File: src/rtl/stopwatch_pkg.sv
// Shared encodings for the stopwatch controller: FSM state values and KEY bit positions.
package stopwatch_pkg;

  typedef enum logic [1:0] {
    ST_IDLE  = 2'd0,
    ST_RUN   = 2'd1,
    ST_PAUSE = 2'd2
  } state_t;

  localparam int KEY_START = 0;
  localparam int KEY_CLEAR = 1;

endpackage

File: src/rtl/key_debounce.sv
// One active-low key: 2-flop synchroniser, stability-count debouncer and a one-cycle press pulse.
module key_debounce #(
  parameter int DEBOUNCE_CYCLES = 500000
) (
  input  logic clk,
  input  logic rst_n,
  input  logic key,
  output logic press
);
  localparam int CW = (DEBOUNCE_CYCLES < 2) ? 1 : $clog2(DEBOUNCE_CYCLES);
  localparam logic [CW-1:0] CNT_LAST = CW'(DEBOUNCE_CYCLES - 1);

  logic          sync1;
  logic          sync2;
  logic          stable;
  logic [CW-1:0] cnt;

  always_ff @(posedge clk) begin
    if (!rst_n) begin
      sync1  <= 1'b1;
      sync2  <= 1'b1;
      stable <= 1'b1;
      cnt    <= '0;
      press  <= 1'b0;
    end else begin
      sync1 <= key;
      sync2 <= sync1;
      press <= 1'b0;
      if (sync2 == stable) begin
        cnt <= '0;
      end else if (cnt == CNT_LAST) begin
        // Only the 1->0 acceptance is an event; releases flip silently.
        stable <= sync2;
        cnt    <= '0;
        press  <= ~sync2;
      end else begin
        cnt <= cnt + 1'b1;
      end
    end
  end

endmodule

File: src/rtl/stopwatch_ctrl.sv
// Run/pause/clear controller: debounced keys drive an Idle/Run/Pause FSM and a gated tick prescaler.
// Define STOPWATCH_AUTOSTOP_EN to pause automatically when the counter sits at 59:59.
module stopwatch_ctrl
  import stopwatch_pkg::*;
#(
  parameter int CLK_HZ          = 50000000,
  parameter int TICK_HZ         = 1,
  parameter int DEBOUNCE_CYCLES = 500000
) (
  input  logic       CLOCK_50,
  input  logic       RESET_N,
  input  logic [1:0] KEY,
  input  logic       max_reached,
  output logic       tick,
  output logic       clr,
  output logic       running,
  output logic [1:0] state
);
  localparam int DIV = CLK_HZ / TICK_HZ;
  localparam int PW  = $clog2(DIV);
  localparam logic [PW-1:0] PRESC_LAST = PW'(DIV - 1);

  logic          start_evt;
  logic          clear_evt;
  state_t        cur_state;
  state_t        nxt_state;
  logic [PW-1:0] presc;
  logic          terminal;
  logic          autostop;

  key_debounce #(.DEBOUNCE_CYCLES(DEBOUNCE_CYCLES)) u_key_start (
    .clk   (CLOCK_50),
    .rst_n (RESET_N),
    .key   (KEY[KEY_START]),
    .press (start_evt)
  );

  key_debounce #(.DEBOUNCE_CYCLES(DEBOUNCE_CYCLES)) u_key_clear (
    .clk   (CLOCK_50),
    .rst_n (RESET_N),
    .key   (KEY[KEY_CLEAR]),
    .press (clear_evt)
  );

  assign terminal = (presc == PRESC_LAST);

`ifdef STOPWATCH_AUTOSTOP_EN
  assign autostop = terminal & max_reached;
`else
  logic unused_max_reached;
  assign unused_max_reached = max_reached;
  assign autostop = 1'b0;
`endif

  always_ff @(posedge CLOCK_50) begin
    if (!RESET_N) cur_state <= ST_IDLE;
    else          cur_state <= nxt_state;
  end

  // Clear outranks start; autostop only applies when no key event is pending.
  always_comb begin
    nxt_state = cur_state;
    if (clear_evt) begin
      nxt_state = ST_IDLE;
    end else if (start_evt) begin
      case (cur_state)
        ST_IDLE, ST_PAUSE: nxt_state = ST_RUN;
        ST_RUN:            nxt_state = ST_PAUSE;
        default:           nxt_state = ST_IDLE;
      endcase
    end else if (cur_state == ST_RUN && autostop) begin
      nxt_state = ST_PAUSE;
    end
  end

  always_comb begin
    running = (cur_state == ST_RUN);
    state   = cur_state;
  end

  // Prescaler advances only while staying in RUN, so a pause freezes the fractional second.
  always_ff @(posedge CLOCK_50) begin
    if (!RESET_N) begin
      presc <= '0;
      tick  <= 1'b0;
      clr   <= 1'b0;
    end else begin
      tick <= 1'b0;
      clr  <= clear_evt;
      if (nxt_state == ST_IDLE) begin
        presc <= '0;
      end else if (cur_state == ST_RUN && nxt_state == ST_RUN) begin
        if (terminal) begin
          presc <= '0;
          tick  <= 1'b1;
        end else begin
          presc <= presc + 1'b1;
        end
      end else if (cur_state == ST_RUN && !start_evt && autostop) begin
        presc <= '0;
      end
    end
  end

endmodule

File: config.mk
export PLATFORM = sky130hd
export DESIGN_NAME = stopwatch_ctrl
export DESIGN_NICKNAME = d
export VERILOG_FILES = /design/src/rtl/stopwatch_pkg.sv /design/src/rtl/key_debounce.sv /design/src/rtl/stopwatch_ctrl.sv
export SDC_FILE = /design/constraint.sdc
export NUM_CORES = 1
export LEC_CHECK = 0
export ABC_AREA = 1
export CAP_MARGIN = 20
export CORE_MARGIN = 2
export CORE_UTILIZATION = 40
export CTS_BUF_LIST = sky130_fd_sc_hd__clkbuf_4 sky130_fd_sc_hd__clkbuf_8 sky130_fd_sc_hd__clkbuf_16
export DETAILED_ROUTE_END_ITERATION = 10
export GPL_TIMING_DRIVEN = 0
export PLACE_DENSITY = 0.55
export REMOVE_ABC_BUFFERS = 1
export SYNTH_ARGS = -nofsm -noshare
export SYNTH_HDL_FRONTEND = slang
export SYNTH_SLANG_ARGS = --single-unit
File: constraint.sdc
create_clock -name CLOCK_50 -period 3.8 [get_ports CLOCK_50]
set_input_delay 0.38 -clock CLOCK_50 [delete_from_list [all_inputs] [get_ports CLOCK_50]]
set_output_delay 0.38 -clock CLOCK_50 [all_outputs]
set_load 0.1 [all_outputs]
==> qor.txt, run 1 <==
maximum clock path buffer count: 2
post-synthesis instance area: 3920 um^2
average wire per standard cell: 10.6 um
relative contribution of combinational cells to total power: 0.9%
launch instance of the worst register-to-register path: u_key_start.cnt[0]
CTS tree: yes
pwr/cell area: 349 nW/um^2
Global Route Usage Sum: 16.0%
wire length of the first global-routing pass: 13100 um
Area contributors post-synth: dfxtp_1 39%, nand2_1 11%, nor2_1 10%, inv_1 6.8%, nand3_1 5.4%
die height: 103 um
DP HPWL: 5600 um
Post-DP Area: 4120 um^2
mean area per synthesized cell: 7.02 um^2
data arrival time of the critical path: 2.09 ns
time the final worst path needs with I/O delays and setup: 2.47 ns
critical-path cell list: inv_1 -> nor2_2 -> clkdlybuf4s50_1
peak ir drop on the vdd network: 0.261 mV
main combinational cell family by area after synthesis: simple AND/OR/NAND/NOR gates
library cell with the largest summed area after synthesis: dfxtp_1
required time of the worst setup path: 3.42 ns
clock insertion delay at the later pin of the skew report: 0.37 ns
internal portion of total power: 1200 uW
Setup crit end kind: primary output
proportion of synthesized chip area in sequential cells: 38.8%
Seq pwr share: 52.8%
Leak Pwr: 0.00150 uW
clock-pin slew on the worst setup and hold paths: 0.08 ns
end of the worst register-to-register path: u_key_start.cnt[12]
most numerous cell in the Yosys netlist: nand2_1
Total Wirelength: 7530 um
largest net degree at the start of global routing: 20
clk sink count: 76
cell count after synthesis: 558
mux share of post-synthesis cell area: 0%
hold path depth: 1
area fraction of the dominant cell type after synthesis: 38.8%
layout-stage area growth over the synthesis result: 10.8%
violation count after the first detailed-routing iteration: 97
transition time of the tightest slew-check pin: 0.963 ns
count of flip-flops with a built-in enable after synthesis: 0
Synth Area in Adders: 1.28%
depth of the worst register-to-register path: 6
clock share of power: 46.3%
relative slew slack: 35.6%
count of max-cap constraint violations: 0
outcome: complete, no violations
synthesized-area fraction occupied by xor and xnor cells: 6.04%
crit share post-route: 64.9%
crit-path leading delay family: buffers and inverters
fraction of registers with async set or reset after synthesis: 0%
antenna diode count: 0
start point of the worst hold path: u_key_start.sync1
Hold Path Class: reg -> reg
CP max-delay cell: clkdlybuf4s50_1
warnings from Yosys: 0
final-report hold violation count: 0
WHS Endpoint: u_key_start.sync2
post-cts repair resize count: 0
Peak Freq: 405 MHz
Post-CTS Hold Fix Bufs: 0
Final Instance Area: 4340 um^2
total CTS buffers: 9
post-detailed-route count of antenna-violating nets: 0
IO buf count: 8
x dimension of the die: 103 um
post-layout net count: 580
Final Wtd Congestion: 0.825
maximum single-stage delay on the critical path: 1.14 ns
count of pins over their slew limit: 0
total global routing overflow: 0
Std-Cell Rows: 36
Std-Cell Core Area: 9640 um^2
cell at the root of the clock tree: clkbuf_8
count of H-tree levels built during CTS: 3
share of cells above drive strength 1: 11.8%
number of global-route vias before repair: 2967
Sw Pwr: 311 uW
number of buffer and inverter instances along the worst setup path: 2
Post-CTS Repair Setup Buffers: 0
First-pass DRT Iterations: 4
simple-gate share of the synthesized area: 41.3%
Final setup violation count: 0
clock skew after layout: 0.00794 ns
classification of the worst setup path: reg -> out
routed via count divided by cell count: 4.59
sw frac: 20.5%
unrepaired setup endpoints after global routing: no
top fanout value on the critical path: 4
DIE AREA: 10600 um^2
post-layout utilization of the core: 45.0%
via count of the routed design: 3252
setup slack, reg-to-reg: 2.06 ns
Post-Route Setup TNS: 0 ns
Initial Utilization: 40.6%
Top FF cell, synth: dfxtp_1
number of different library cells in the post-synthesis netlist: 34
startpoint class of the critical path: flip-flop
number of flip-flops and latches in the synthesized netlist: 76
DRC errors left: 0
I/O pins: 10
Hold Slack: 0.413 ns
share of the synthesized area in compound gates (AO/OA/AOI/OAI): 4.12%
number of antenna violations at the first check in global routing: 0
commonest cells in the netlist: 115 x nand2_1, 107 x nor2_1, 76 x dfxtp_1
power groups by stage:
stage | registers, uW | logic [uW] | clock network (uW)
4_1_cts | 800 | 14.8 | 732
3_3_place_gp | 819 | 14.5 | 0
3_5_place_dp | 819 | 14.7 | 0
6_report | 800 | 14.3 | 702
5_1_grt | 800 | 16.0 | 761
2_1_floorplan | 818 | 7.69 | 0
state kept, by name, indices dropped and copies added (netlist names):
name	cells
presc	26
u_key_clear.sync1	1
clr	1
u_key_clear.sync2	1
u_key_start.stable	1
u_key_start.cnt	19
u_key_start.press	1
u_key_clear.cnt	19
tick	1
u_key_clear.stable	1
u_key_clear.press	1
u_key_start.sync2	1
state	2
u_key_start.sync1	1
final cells by class:
| class | instances | area, um^2 |
|---|---|---|
| fill | 1041 | 5300 |
| clock inverter | 4 | 72.6 |
| clock buffer | 11 | 151 |
| tap | 133 | 166 |
| inverter | 74 | 283 |
| sequential | 76 | 1520 |
| timing repair buffer | 8 | 80.1 |
| multi-input combinational | 402 | 2060 |
cells in the final DEF, fill, tap and decap left out:
master	synthesis	routed
clkinvlp_4	0	1
nor3_4	1	1
nor2_2	16	16
inv_6	1	1
a21oi_1	17	17
xnor2_1	4	4
nand3_2	6	6
and2_1	1	1
nand2_2	12	12
inv_1	71	71
nand3b_1	1	1
clkdlybuf4s50_1	0	8
a31o_2	1	1
nor2_1	107	107
dfxtp_1	76	76
or2_2	4	4
bufinv_16	0	2
nor2_4	4	4
o21ai_0	6	6
nor3_1	7	7
nor2_8	1	1
nand4_2	1	1
or2_0	2	2
nand4_1	20	20
clkbuf_8	0	11
o21bai_1	2	2
nor3_2	1	1
a21oi_4	1	1
nand3_1	42	42
a31oi_1	1	1
nand2_1	115	115
inv_2	2	2
xor2_1	23	23
ha_1	4	4
clkinv_2	0	1
nand2_4	2	2
logic make-up (layout without fill, tap and decap cells):
| logic type | Yosys count | after routing |
|---|---|---|
| DFF | 76 | 76 |
| xor gates and xnor gates | 27 | 27 |
| AOI/OAI and AO/OA | 28 | 28 |
| and+or+nand+nor | 343 | 343 |
| adders and majority gates | 4 | 4 |
| buffers and inverters | 80 | 97 |
stage by stage:
stage	setup WS [ns]	total power (uW)	cells
CTS	1.29	1550	708
detailed placement	1.43	833	693
global placement	1.46	833	693
finish	1.33	1520	708
global route	1.23	1580	708
floorplan	0.953	826	552
worst max-delay path by stage:
| stage | start | end | slack [ns] | cells past startpoint |
|---|---|---|---|---|
| finish | state[0] | running | 1.33 | 3 |
| global route | state[0] | running | 1.23 | 3 |
| CTS | state[0] | running | 1.29 | 3 |
| detailed placement | RESET_N | presc[25] | 1.43 | 9 |
| global placement | RESET_N | presc[25] | 1.46 | 9 |
| floorplan | state[0] | presc[16] | 0.95 | 7 |
layer usage:
metal | GRT usage (%) | vias to the layer above | part of all wire, %
met5 | 0 | - | 0
met4 | 5.77 | 0 | 1.7
met3 | 5.69 | 13 | 3.6
met2 | 25.9 | 34 | 46
met1 | 19.7 | 1424 | 49
li1 | - | 1781 | -
(Power assumes the default switching activity.)
==> run 2: changes to the inputs <==
--- a/config.mk
+++ b/config.mk
@@ -12,7 +12,7 @@
 export CTS_BUF_LIST = sky130_fd_sc_hd__clkbuf_4 sky130_fd_sc_hd__clkbuf_8 sky130_fd_sc_hd__clkbuf_16
 export DETAILED_ROUTE_END_ITERATION = 10
 export GPL_TIMING_DRIVEN = 0
-export PLACE_DENSITY = 0.55
+export PLACE_DENSITY = 0.57
 export REMOVE_ABC_BUFFERS = 1
 export SYNTH_ARGS = -nofsm -noshare
 export SYNTH_HDL_FRONTEND = slang
==> constraint.sdc (replaced) <==
create_clock -name CLOCK_50 -period 2.1 [get_ports CLOCK_50]
set_input_delay 0.21 -clock CLOCK_50 [delete_from_list [all_inputs] [get_ports CLOCK_50]]
set_output_delay 0.21 -clock CLOCK_50 [all_outputs]
set_load 0.1 [all_outputs]
==> run 2 against run 1 <==
Against the previous run:
- first-iteration DRC count is 13% higher
- cell count is 0.14% higher
- sequential power up 81%
- critical endpoint is now tick
- largest cell class unchanged
==> qor.txt, run 2 (synthesis results as in run 1) <==
classification of the worst setup path: reg -> out
First-pass DRT Iterations: 4
DP HPWL: 5610 um
Std-Cell Rows: 36
post-layout utilization of the core: 45.5%
number of antenna violations at the first check in global routing: 0
total power of the final layout: 2940 uW
routed via count divided by cell count: 4.63
IO buf count: 8
time the final worst path needs with I/O delays and setup: 2.00 ns
CTS tree: yes
largest registers: presc (26), u_key_clear.cnt (19), u_key_start.cnt (19)
violation count after the first detailed-routing iteration: 110
number of global-route vias before repair: 3074
die height: 103 um
Hold Path Class: reg -> reg
max reg flops: 26
post-route worst setup slack: 0.102 ns
post-place setup slack: -0.0693 ns
Final Wtd Congestion: 0.849
critical-path cell list: clkdlybuf4s50_1
cell at the root of the clock tree: clkbuf_8
commonest cells after routing, fill and taps aside: 115 x nand2_1, 107 x nor2_1, 76 x dfxtp_1, 71 x inv_1, 42 x nand3_1
DIE AREA: 10600 um^2
DRC errors left: 0
count of max-cap constraint violations: 0
outcome: complete, no violations
post-layout net count: 580
Leak Pwr: 0.00156 uW
final-report hold violation count: 0
clock insertion delay at the later pin of the skew report: 0.34 ns
Setup crit end kind: primary output
fill count: 1011
maximum single-stage delay on the critical path: 1.12 ns
layout-stage area growth over the synthesis result: 11.9%
total global routing overflow: 0
transition time of the tightest slew-check pin: 0.962 ns
Hold Slack: 0.420 ns
startpoint class of the critical path: flip-flop
Total Wirelength: 7690 um
peak ir drop on the vdd network: 0.335 mV
largest net degree at the start of global routing: 20
crit-path leading delay family: buffers and inverters
CP max-delay cell: clkdlybuf4s50_1
data arrival time of the critical path: 1.79 ns
number of buffer and inverter instances along the worst setup path: 1
average wire per standard cell: 10.8 um
total CTS buffers: 9
required time of the worst setup path: 1.89 ns
Std-Cell Core Area: 9640 um^2
Most flops, register: presc
unrepaired setup endpoints after global routing: no
clk sink count: 76
Post-CTS Repair Setup Buffers: 0
share of cells above drive strength 1: 12.0%
clock-pin slew on the worst setup and hold paths: 0.08 ns
I/O pins: 10
via count of the routed design: 3282
Global Route Usage Sum: 15.9%
Peak Freq: 500 MHz
pwr/cell area: 670 nW/um^2
wire length of the first global-routing pass: 13500 um
maximum clock path buffer count: 2
crit share post-route: 95.2%
post-detailed-route count of antenna-violating nets: 0
most common cell after layout, fill and taps aside: nand2_1
Final setup violation count: 0
count of pins over their slew limit: 0
top fanout value on the critical path: 1
Initial Utilization: 40.6%
count of H-tree levels built during CTS: 3
clock skew after layout: 0.00663 ns
x dimension of the die: 103 um
antenna diode count: 0
Post-Route Setup TNS: 0 ns
relative slew slack: 35.7%
## run 2: cell type report
| class | count | area [um^2] | share of cell area, % |
|---|---|---|---|
| Multi-Input combinational cell | 402 | 2060 | 47.1 |
| Clock inverter | 3 | 90.1 | 2.05 |
| Timing Repair Buffer | 8 | 80.1 | 1.83 |
| Clock buffer | 13 | 179 | 4.08 |
| Inverter | 74 | 283 | 6.45 |
| Tap cell | 133 | 166 | 3.80 |
| Sequential cell | 76 | 1520 | 34.7 |
## run 2: timing repair
action / in CTS / in global routing
hold buffers: 0 / 0
gates resized for setup: 2 / 1
setup endpoints to repair: 2 / 1
## run 2: metrics by stage
stage | cell area, um^2 | instances
global route | 4380 | 709
floorplan | 3870 | 552
CTS | 4380 | 709
finish | 4380 | 709
global placement | 4120 | 693
detailed placement | 4120 | 693
## run 2: layer usage
metal / share of wire [%] / routed length, um / track usage, % / vias to the layer above
met1: 50 / 3860 / 20.6 / 1470
met5: 0 / 0 / 0 / -
li1: - / - / - / 1771
met4: 1.0 / 77 / 4.76 / 0
met3: 2.6 / 198 / 3.93 / 7
met2: 46 / 3560 / 26.2 / 34
## run 2: power by group
group	leakage, uW	switching (uW)	internal, uW
Clock	0.000136	542	921
Combinational	0.000806	15.2	10.8
Sequential	0.000613	2.86	1440
## run 2: final timing paths
kind / startpoint / to / slack, ns / cells after the start
setup / recovery: tick / tick / 0.10 / 1
hold / removal: u_key_clear.sync1 / u_key_clear.sync2 / 0.42 / 1
setup reg to reg: u_key_start.cnt[0] / u_key_start.cnt[15] / 0.36 / 6
hold reg to reg: u_key_clear.sync1 / u_key_clear.sync2 / 0.42 / 1
